--- config.mk ---
export PLATFORM = sky130hd
export DESIGN_NAME = interrupt_sequencer_flat
export DESIGN_NICKNAME = d
export VERILOG_FILES = /design/src/rtl/interrupt_sequencer_if.sv /design/src/rtl/interrupt_sequencer.sv /design/src/flat_wrapper.sv
export SDC_FILE = /design/constraint.sdc
export NUM_CORES = 1
export LEC_CHECK = 0
export ABC_AREA = 1
export CELL_PAD_IN_SITES_DETAIL_PLACEMENT = 0
export CELL_PAD_IN_SITES_GLOBAL_PLACEMENT = 1
export CORE_AREA = 2 2 111 113
export CTS_CLUSTER_DIAMETER = 60
export DETAILED_ROUTE_END_ITERATION = 6
export DIE_AREA = 0 0 113 115
export GPL_TIMING_DRIVEN = 0
export PLACE_DENSITY_LB_ADDON = 0.1
export SYNTH_ARGS = -nofsm -noshare
export SYNTH_HDL_FRONTEND = slang
export SYNTH_SLANG_ARGS = --single-unit
export TNS_END_PERCENT = 30
--- constraint.sdc ---
create_clock -name clk -period 3.4 [get_ports clk]
set_input_delay 0.85 -clock clk [delete_from_list [all_inputs] [get_ports clk]]
set_output_delay 0.85 -clock clk [all_outputs]
set_load 0.1 [all_outputs]
--- src/rtl/interrupt_sequencer_if.sv ---
// Data-memory port shared between the pipeline and the interrupt sequencer.
// The master drives a request and holds it until the arbiter grants the port.
interface interrupt_sequencer_if #(
  parameter int ADDR_W = 12
);
  logic              req;
  logic              gnt;
  logic              we;
  logic [ADDR_W-1:0] addr;
  logic [15:0]       wdata;
  logic [15:0]       rdata;

  modport master (output req, we, addr, wdata, input gnt, rdata);
  modport slave  (input req, we, addr, wdata, output gnt, rdata);
endinterface

--- src/rtl/interrupt_sequencer.sv ---
// Hardware-interrupt entry sequencer for the 5-stage 16-bit RISC pipeline:
// drain, push PC/CCR through the borrowed data port, fetch the vector, redirect.
module interrupt_sequencer #(
  parameter int                DRAIN_CYCLES = 3,
  parameter int                ADDR_W       = 12,
  parameter logic [ADDR_W-1:0] VEC_ADDR     = 'h002
) (
  input  logic                 clk,
  input  logic                 rst,
  input  logic                 interrupt_i,
  input  logic                 inst_boundary_i,
  input  logic                 rti_done_i,
  input  logic [31:0]          pc_i,
  input  logic [2:0]           ccr_i,
  input  logic [ADDR_W-1:0]    sp_i,
  output logic                 sp_dec_o,
  interrupt_sequencer_if.master mem,
  output logic                 freeze_fetch_o,
  output logic                 flush_ifid_o,
  output logic                 pc_load_o,
  output logic [31:0]          pc_value_o,
  output logic                 int_ack_o,
  output logic                 in_isr_o
);

  localparam int CNT_W = (DRAIN_CYCLES > 1) ? $clog2(DRAIN_CYCLES + 1) : 1;

  typedef enum logic [2:0] {
    IDLE, DRAIN, PUSH_PCH, PUSH_PCL, PUSH_CCR, VEC_L, VEC_H, JUMP
  } state_e;

  state_e           state_q, state_d;
  logic             pending_q, pending_d;
  logic             in_isr_q, in_isr_d;
  logic             int_q;
  logic             first_q, first_d;
  logic [CNT_W-1:0] cnt_q, cnt_d;
  logic [31:0]      ret_pc_q, ret_pc_d;
  logic [2:0]       ret_ccr_q, ret_ccr_d;
  logic [31:0]      vec_q, vec_d;

  // NOTE: every register here is a plain flop, so all of them take the async reset;
  // there is no storage array that would justify leaving state unreset.
  always_ff @(posedge clk or posedge rst) begin
    if (rst) begin
      // NOTE: non-blocking assignments so every flop samples pre-edge values.
      state_q   <= IDLE;
      pending_q <= 1'b0;
      in_isr_q  <= 1'b0;
      int_q     <= 1'b0;
      first_q   <= 1'b0;
      cnt_q     <= '0;
      ret_pc_q  <= '0;
      ret_ccr_q <= '0;
      vec_q     <= '0;
    end else begin
      state_q   <= state_d;
      pending_q <= pending_d;
      in_isr_q  <= in_isr_d;
      int_q     <= interrupt_i;
      first_q   <= first_d;
      cnt_q     <= cnt_d;
      ret_pc_q  <= ret_pc_d;
      ret_ccr_q <= ret_ccr_d;
      vec_q     <= vec_d;
    end
  end

  always_comb begin
    // NOTE: defaults first so no path through the case leaves a signal unassigned (no latches).
    state_d        = state_q;
    pending_d      = pending_q | (interrupt_i & ~int_q);
    in_isr_d       = in_isr_q & ~rti_done_i;
    first_d        = 1'b0;
    cnt_d          = cnt_q;
    ret_pc_d       = ret_pc_q;
    ret_ccr_d      = ret_ccr_q;
    vec_d          = vec_q;
    mem.req        = 1'b0;
    mem.we         = 1'b0;
    mem.addr       = '0;
    mem.wdata      = '0;
    sp_dec_o       = 1'b0;
    freeze_fetch_o = 1'b0;
    pc_load_o      = 1'b0;
    int_ack_o      = 1'b0;

    unique case (state_q)
      IDLE: begin
        if (pending_q && !in_isr_q && inst_boundary_i) begin
          pending_d = 1'b0;
          first_d   = 1'b1;
          ret_pc_d  = pc_i;
          ret_ccr_d = ccr_i;
          cnt_d     = CNT_W'(DRAIN_CYCLES);
          state_d   = (DRAIN_CYCLES == 0) ? PUSH_PCH : DRAIN;
        end
      end
      DRAIN: begin
        freeze_fetch_o = 1'b1;
        cnt_d          = cnt_q - CNT_W'(1);
        if (cnt_q == CNT_W'(1)) state_d = PUSH_PCH;
      end
      PUSH_PCH, PUSH_PCL, PUSH_CCR: begin
        freeze_fetch_o = 1'b1;
        mem.req        = 1'b1;
        mem.we         = 1'b1;
        mem.addr       = sp_i;
        unique case (state_q)
          PUSH_PCH: mem.wdata = ret_pc_q[31:16];
          PUSH_PCL: mem.wdata = ret_pc_q[15:0];
          default:  mem.wdata = {13'b0, ret_ccr_q};
        endcase
        if (mem.gnt) begin
          sp_dec_o = 1'b1;
          unique case (state_q)
            PUSH_PCH: state_d = PUSH_PCL;
            PUSH_PCL: state_d = PUSH_CCR;
            default:  state_d = VEC_L;
          endcase
        end
      end
      VEC_L: begin
        freeze_fetch_o = 1'b1;
        mem.req        = 1'b1;
        mem.addr       = VEC_ADDR;
        if (mem.gnt) begin
          vec_d[15:0] = mem.rdata;
          state_d     = VEC_H;
        end
      end
      VEC_H: begin
        freeze_fetch_o = 1'b1;
        mem.req        = 1'b1;
        mem.addr       = VEC_ADDR + ADDR_W'(1);
        if (mem.gnt) begin
          vec_d[31:16] = mem.rdata;
          state_d      = JUMP;
        end
      end
      JUMP: begin
        freeze_fetch_o = 1'b1;
        pc_load_o      = 1'b1;
        int_ack_o      = 1'b1;
        // Entering the handler wins over a coincident rti_done.
        in_isr_d       = 1'b1;
        state_d        = IDLE;
      end
      default: state_d = IDLE;
    endcase
  end

  assign flush_ifid_o = first_q;
  assign pc_value_o   = vec_q;
  assign in_isr_o     = in_isr_q;

endmodule

--- src/flat_wrapper.sv ---
// flat-port wrapper written by rule: the top's interface ports become plain ports
module interrupt_sequencer_flat 
#(
  parameter int                DRAIN_CYCLES = 3,
  parameter int                ADDR_W       = 12,
  parameter logic [ADDR_W-1:0] VEC_ADDR     = 'h002
)
  (clk, rst, interrupt_i, inst_boundary_i, rti_done_i, pc_i, ccr_i, sp_i, sp_dec_o, freeze_fetch_o, flush_ifid_o, pc_load_o, pc_value_o, int_ack_o, in_isr_o, mem_req, mem_we, mem_addr, mem_wdata, mem_gnt, mem_rdata);
  interrupt_sequencer_if #(.ADDR_W(ADDR_W)) mem_i ();
  input  logic clk;
  input  logic rst;
  input  logic interrupt_i;
  input  logic inst_boundary_i;
  input  logic rti_done_i;
  input  logic [31:0] pc_i;
  input  logic [2:0] ccr_i;
  input  logic [ADDR_W-1:0] sp_i;
  output logic sp_dec_o;
  output logic freeze_fetch_o;
  output logic flush_ifid_o;
  output logic pc_load_o;
  output logic [31:0] pc_value_o;
  output logic int_ack_o;
  output logic in_isr_o;
  output wire logic [$bits(mem_i.req)-1:0] mem_req;
  output wire logic [$bits(mem_i.we)-1:0] mem_we;
  output wire logic [$bits(mem_i.addr)-1:0] mem_addr;
  output wire logic [$bits(mem_i.wdata)-1:0] mem_wdata;
  input wire logic [$bits(mem_i.gnt)-1:0] mem_gnt;
  input wire logic [$bits(mem_i.rdata)-1:0] mem_rdata;
  assign mem_req = mem_i.req;
  assign mem_we = mem_i.we;
  assign mem_addr = mem_i.addr;
  assign mem_wdata = mem_i.wdata;
  assign mem_i.gnt = mem_gnt;
  assign mem_i.rdata = mem_rdata;
  interrupt_sequencer #(.DRAIN_CYCLES(DRAIN_CYCLES), .ADDR_W(ADDR_W), .VEC_ADDR(VEC_ADDR)) u_core (.clk(clk), .rst(rst), .interrupt_i(interrupt_i), .inst_boundary_i(inst_boundary_i), .rti_done_i(rti_done_i), .pc_i(pc_i), .ccr_i(ccr_i), .sp_i(sp_i), .sp_dec_o(sp_dec_o), .mem(mem_i), .freeze_fetch_o(freeze_fetch_o), .flush_ifid_o(flush_ifid_o), .pc_load_o(pc_load_o), .pc_value_o(pc_value_o), .int_ack_o(int_ack_o), .in_isr_o(in_isr_o));
endmodule
==> results.cfg, run 1 <==
[placed_design]
dp.cells = 723
hpwl_um = 7500
place_area_um2 = 5150
portBuffers = 136
globalplace.congestion = 0.757
preCtsSetupSlack_ps = -170

[worst_setup_path]
r2r_start = u_core.state_q[1]
path_delay_family = buffers and inverters
crit_start = u_core.state_q[1]
cp_num_buf_inv = 3
r2r_cells = 6
ff2ff_setup_slack_ps = 1750
worstPathRequired_ps = 2550
path_class = reg2out
crit_arrival_ps = 2380
cp-end-kind = output pin
slowest_delay_ps = 1120
critical_path_peak_fanout = 5
rr_endpoint = u_core.pc_value_o[8]
crit_end = pc_load_o
crit_chain = ha_1 -> nand2_1 -> inv_1 -> buf_4 -> clkdlybuf4s50_1
critPathLaunchType = flip-flop
cp_slowest_cell = clkdlybuf4s50_1
critical_path_cell_count = 5

[timing]
tightest_slew_ps = 1010
timing.setup.tns_ps = 0
clock.fmax_ghz = 0.310
rsz0062_at_grt = false
slew-limit-headroom = 0.325
finClkSkew_ps = 6.08
setup_viol = 0
timing.final.crit_share = 0.949
min_period_ps = 3230
finalWorstSetupSlack_ps = 174
hold_viol = 0
drv_slew = 0

[cells_and_area]
drive_above_1_share = 0.135
nFillCells = 1162
fin_area_um2 = 5440
antenna_cells = 0
syn_to_final_growth_pct = 52.7
multi_input_area_um2 = 1230
fin_nets = 663
regArea_um2 = 1900
finalNonFillerCells = 739

[logic_synthesis]
synthTopCellsByCount = nand2_1, dfrtp_1, inv_1
yosysTopAreaCellShare = 0.534
synth_flop_cell = dfrtp_1
async_flop_share = 1.00
yosys.cell_types.count = 22
ys_warn_count = 0
syn_inst = 439
yosysTopAreaCell = dfrtp_1
ys_ff_latch = 76
synth-seq-area-share = 0.534
avgSynthCellArea_um2 = 8.12
synth_area_um2 = 3560
post-synth-top-count-cell = nand2_1
syn-num-nets = 515
synth_edf_count = 0
synth_area_leaders = dfrtp_1, nand2_1, inv_1

[routing]
drt_iter0_markers = 124
vias = 3205
via_per_inst = 4.34
drtPass1Iterations = 6
drc = 9
drt-total-wl_um = 9970
antenna_left = 0
routedWlPerCell_um = 13.5

[cts]
cts_tree = yes
clk_latency_ps = 330
cts_sinks = 76
cts.clk_slew.worst_paths_ps = 60
postCtsHoldBufs = 0
cts_root_buf = clkbuf_16
cts_buffers = 9
cts.htree.levels = 3
cts_max_path_buffers = 2

[floorplan]
core-area_um2 = 11800
rows = 40
start_util = 0.302
die_width_um = 113
fp.dieH_um = 115
die_area_um2 = 13000
io_pins = 137

[grt]
grt_usage = 0.158
grt_pass1_wl_um = 16100
overflow = 0
grt_pass1_vias = 3236
grt_start_max_net_pins = 45
antenna_found_initial = 0

[min_path]
min_path_type = reg2reg

[run_status]
failed_checks = design-rule violations
outcome = finished, violations left

[flow_run]
drv_cap = 0
-- final cells by class --
| type | count | share of cell area |
|---|---|---|
| clock buffers | 10 | 0.0439 |
| inverters | 75 | 0.0531 |
| clock inverters | 6 | 0.0218 |
| flip-flops and latches | 76 | 0.349 |
| plain buffers | 20 | 0.0278 |
| multi-input cells | 268 | 0.226 |
| well taps | 147 | 0.0338 |
| repair buffers | 137 | 0.244 |
-- through the flow --
stage / util / hold slack [ps]
detailed placement: 0.436 / 459
global placement: 0.433 / 457
global route: 0.461 / 490
finish: 0.461 / 471
floorplan: - / 442
CTS: 0.468 / 474
-- cells by family after synthesis --
| logic type | Yosys count | synth area share |
|---|---|---|
| AO/OA/AOI/OAI | 67 | 0.0997 |
| adder cells (fa/ha/maj) | 7 | 0.0246 |
| buffers and inverters | 95 | 0.123 |
| flip-flops | 76 | 0.534 |
| AND/OR/NAND/NOR | 194 | 0.219 |
-- routing by layer --
metal | routed length [µm] | share of wire | track usage
met4 | 83 | 0.0083 | 0.0463
met2 | 4550 | 0.46 | 0.247
met3 | 766 | 0.077 | 0.0464
met5 | 0 | 0 | 0
met1 | 4570 | 0.46 | 0.216
-- worst reg2reg max path: cells and delay by family (launching register included) --
kind,cells,cell delay [ps]
buffers and inverters,2,550
DFF,1,410
and+or+nand+nor,2,270
AOI/OAI and AO/OA,1,100
adders and majority gates,1,230
-- worst min-delay path by stage --
stage,from,to,slack (ps),cells after the start
after CTS,u_core.ret_pc_q[17],u_core.ret_pc_q[17],470,2
final,u_core.ret_pc_q[17],u_core.ret_pc_q[17],470,2
after floorplan,u_core.ret_pc_q[0],u_core.ret_pc_q[0],440,2
after detailed placement,u_core.ret_pc_q[17],u_core.ret_pc_q[17],460,2
after global routing,u_core.ret_pc_q[17],u_core.ret_pc_q[17],490,2
after global placement,u_core.ret_pc_q[31],u_core.ret_pc_q[31],460,2
-- state kept, by name (all words and copies together), names as in the netlist --
register / cells
u_core.ret_pc_q: 32
u_core.int_q: 1
u_core.cnt_q: 2
u_core.ret_ccr_q: 3
u_core.in_isr_o: 1
u_core.flush_ifid_o: 1
u_core.pc_value_o: 32
u_core.pending_q: 1
u_core.state_q: 3
-- what timing repair did --
item / in CTS / in global routing
hold endpoints to repair: 0 / 0
endpoints found under the setup margin: 32 / 16
setup buffers: 0 / 0
gates resized for setup: 86 / 29
-- cell usage in the layout, fill, tap and decap left out, types with 3 or more instances in the layout --
cell type          n
buf_4              7
nor2_1            18
o21ai_1            4
nand3_1            8
inv_2              4
inv_1             69
dfrtp_1           76
buf_2             13
o21ai_0           45
nand2_2            5
clkbuf_2           6
clkbuf_1           3
clkdlybuf4s50_1  104
a31oi_1           15
clkbuf_16          9
clkdlybuf4s15_2   14
buf_6              6
bufinv_16          3
ha_1               7
nand2_1          158
Power of run 1 is left out: the tool's default activity adds up to more than one toggle a clock period on the data nets, which glitch-free logic cannot reach.
==> run 2, diff against run 1 <==
--- a/config.mk
+++ b/config.mk
@@ -14,6 +14,7 @@
 export DIE_AREA = 0 0 113 115
 export GPL_TIMING_DRIVEN = 0
 export PLACE_DENSITY_LB_ADDON = 0.1
+export SKIP_CTS_REPAIR_TIMING = 1
 export SYNTH_ARGS = -nofsm -noshare
 export SYNTH_HDL_FRONTEND = slang
 export SYNTH_SLANG_ARGS = --single-unit
==> run 2 against run 1 <==
Against the previous run: the run still ends with design-rule violations left; count of clock-buffer cells in the layout unchanged; die area unchanged; routed wire length increased by 0.37%; maximum frequency about the same; core utilization decreased by 0.72 points; highest routed layer unchanged; worst hold slack improved by 1.1 ps; critical path depth unchanged; first-iteration DRC count decreased by 7.3%; sequential cell count unchanged; largest cell class unchanged.
==> results.cfg, run 2 (synthesis results as in run 1) <==
[run_status]
outcome = finished, violations left
failed_checks = design-rule violations

[placed_design]
place_area_um2 = 5150
preCtsSetupSlack_ps = -170
globalplace.congestion = 0.757
portBuffers = 136
dp.cells = 723
hpwl_um = 7500

[timing]
finalWorstSetupSlack_ps = 174
rsz0062_at_grt = false
hold_viol = 0
tightest_slew_ps = 1010
timing.final.crit_share = 0.949
hold-worst-slack_ps = 472
min_period_ps = 3230
finClkSkew_ps = 5.73
setup_viol = 0
slew-limit-headroom = 0.325
clock.fmax_ghz = 0.310
drv_slew = 0

[routing]
drtPass1Iterations = 6
via_per_inst = 4.36
drt-total-wl_um = 10000
antenna_left = 0
routedWlPerCell_um = 13.5
drc = 9
drt_iter0_markers = 115
vias = 3224

[cells_and_area]
drive_above_1_share = 0.135
layout_commonest_cell = nand2_1
antenna_cells = 0
syn_to_final_growth_pct = 50.3
final_cell_mix = nand2_1, clkdlybuf4s50_1, dfrtp_1
fin_nets = 663
finalNonFillerCells = 739
fin_area_um2 = 5360

[grt]
grt_pass1_vias = 3233
grt_usage = 0.158
grt_pass1_wl_um = 16100
grt_start_max_net_pins = 45
overflow = 0
antenna_found_initial = 0

[worst_setup_path]
cp-end-kind = output pin
crit_arrival_ps = 2380
worstPathRequired_ps = 2550
critical_path_peak_fanout = 5
r2r_cells = 6
critPathLaunchType = flip-flop
r2r_start = u_core.state_q[1]
ff2ff_setup_slack_ps = 1740
crit_chain = ha_1 -> nand2_1 -> inv_1 -> buf_4 -> clkdlybuf4s50_1
rr_endpoint = u_core.pc_value_o[8]
path_class = reg2out
slowest_delay_ps = 1120
cp_slowest_cell = clkdlybuf4s50_1

[cts]
cts_sinks = 76
cts_buffers = 9
cts_tree = yes
cts.clk_slew.worst_paths_ps = 60
cts_max_path_buffers = 2
cts_root_buf = clkbuf_16
clk_latency_ps = 330
cts.htree.levels = 3

[floorplan]
rows = 40
core-area_um2 = 11800
start_util = 0.302
fp.dieH_um = 115
io_pins = 137
die_area_um2 = 13000
die_width_um = 113

[min_path]
min-delay-start = u_core.ret_pc_q[17]
hold-path-cell-count = 2
min_to = u_core.ret_pc_q[17]
min_path_type = reg2reg

[flow_run]
drv_cap = 0
==> run 2: cell types whose count changed in the layout (fill, tap and decap cells not counted), sizes merged <==
| cell | previous run | this run |
|---|---|---|
| clkdlybuf4s15 | 14 | 0 |
| clkdlybuf4s18 | 1 | 0 |
| dlymetal6s2s | 0 | 2 |
| clkbuf | 19 | 44 |
| buf | 27 | 17 |
| dlygate4sd2 | 2 | 0 |
==> run 2: final cells by class <==
class                   instances  area [µm²]
fillers                      1178        6450
flip-flops and latches         76        1900
repair buffers                137        1240
multi-input cells             268        1230
inverters                      75         289
clock buffers                  10         239
well taps                     147         184
plain buffers                  20         151
clock inverters                 6         119
==> run 2: critical path, delay by kind of cell, from the launching register on <==
family | cells | cell delay, ps
adders and majority gates | 1 | 250
DFF | 1 | 410
and+or+nand+nor | 1 | 110
buffers and inverters | 3 | 1300
==> run 2: per-layer routing <==
metal / part of all wire / vias to the layer above / global-route usage
met5: 0 / - / 0
met2: 0.46 / 86 / 0.247
met1: 0.47 / 1504 / 0.216
li1: - / 1628 / -
met3: 0.066 / 6 / 0.0459
met4: 0.0083 / 0 / 0.0463
==> run 2: worst max-delay path by stage <==
stage | slack, ps | start | cells after the start | end
finish | 170 | u_core.state_q[1] | 5 | pc_load_o
global route | 20 | u_core.state_q[0] | 8 | mem_wdata[14]
CTS | -460 | u_core.state_q[0] | 8 | mem_wdata[9]
detailed placement | -170 | mem_gnt | 4 | sp_dec_o
global placement | -760 | rst | 2 | u_core.pc_value_o[2]
floorplan | -50 | u_core.state_q[0] | 6 | mem_wdata[1]
==> run 2: metrics by stage <==
stage,setup TNS [ps],util
finish,0,0.454
floorplan,-82.3,-
global route,0,0.454
CTS,-12200,0.466
detailed placement,-1560,0.436
global placement,-59060,0.433
Power of run 2 is left out for the same reason.
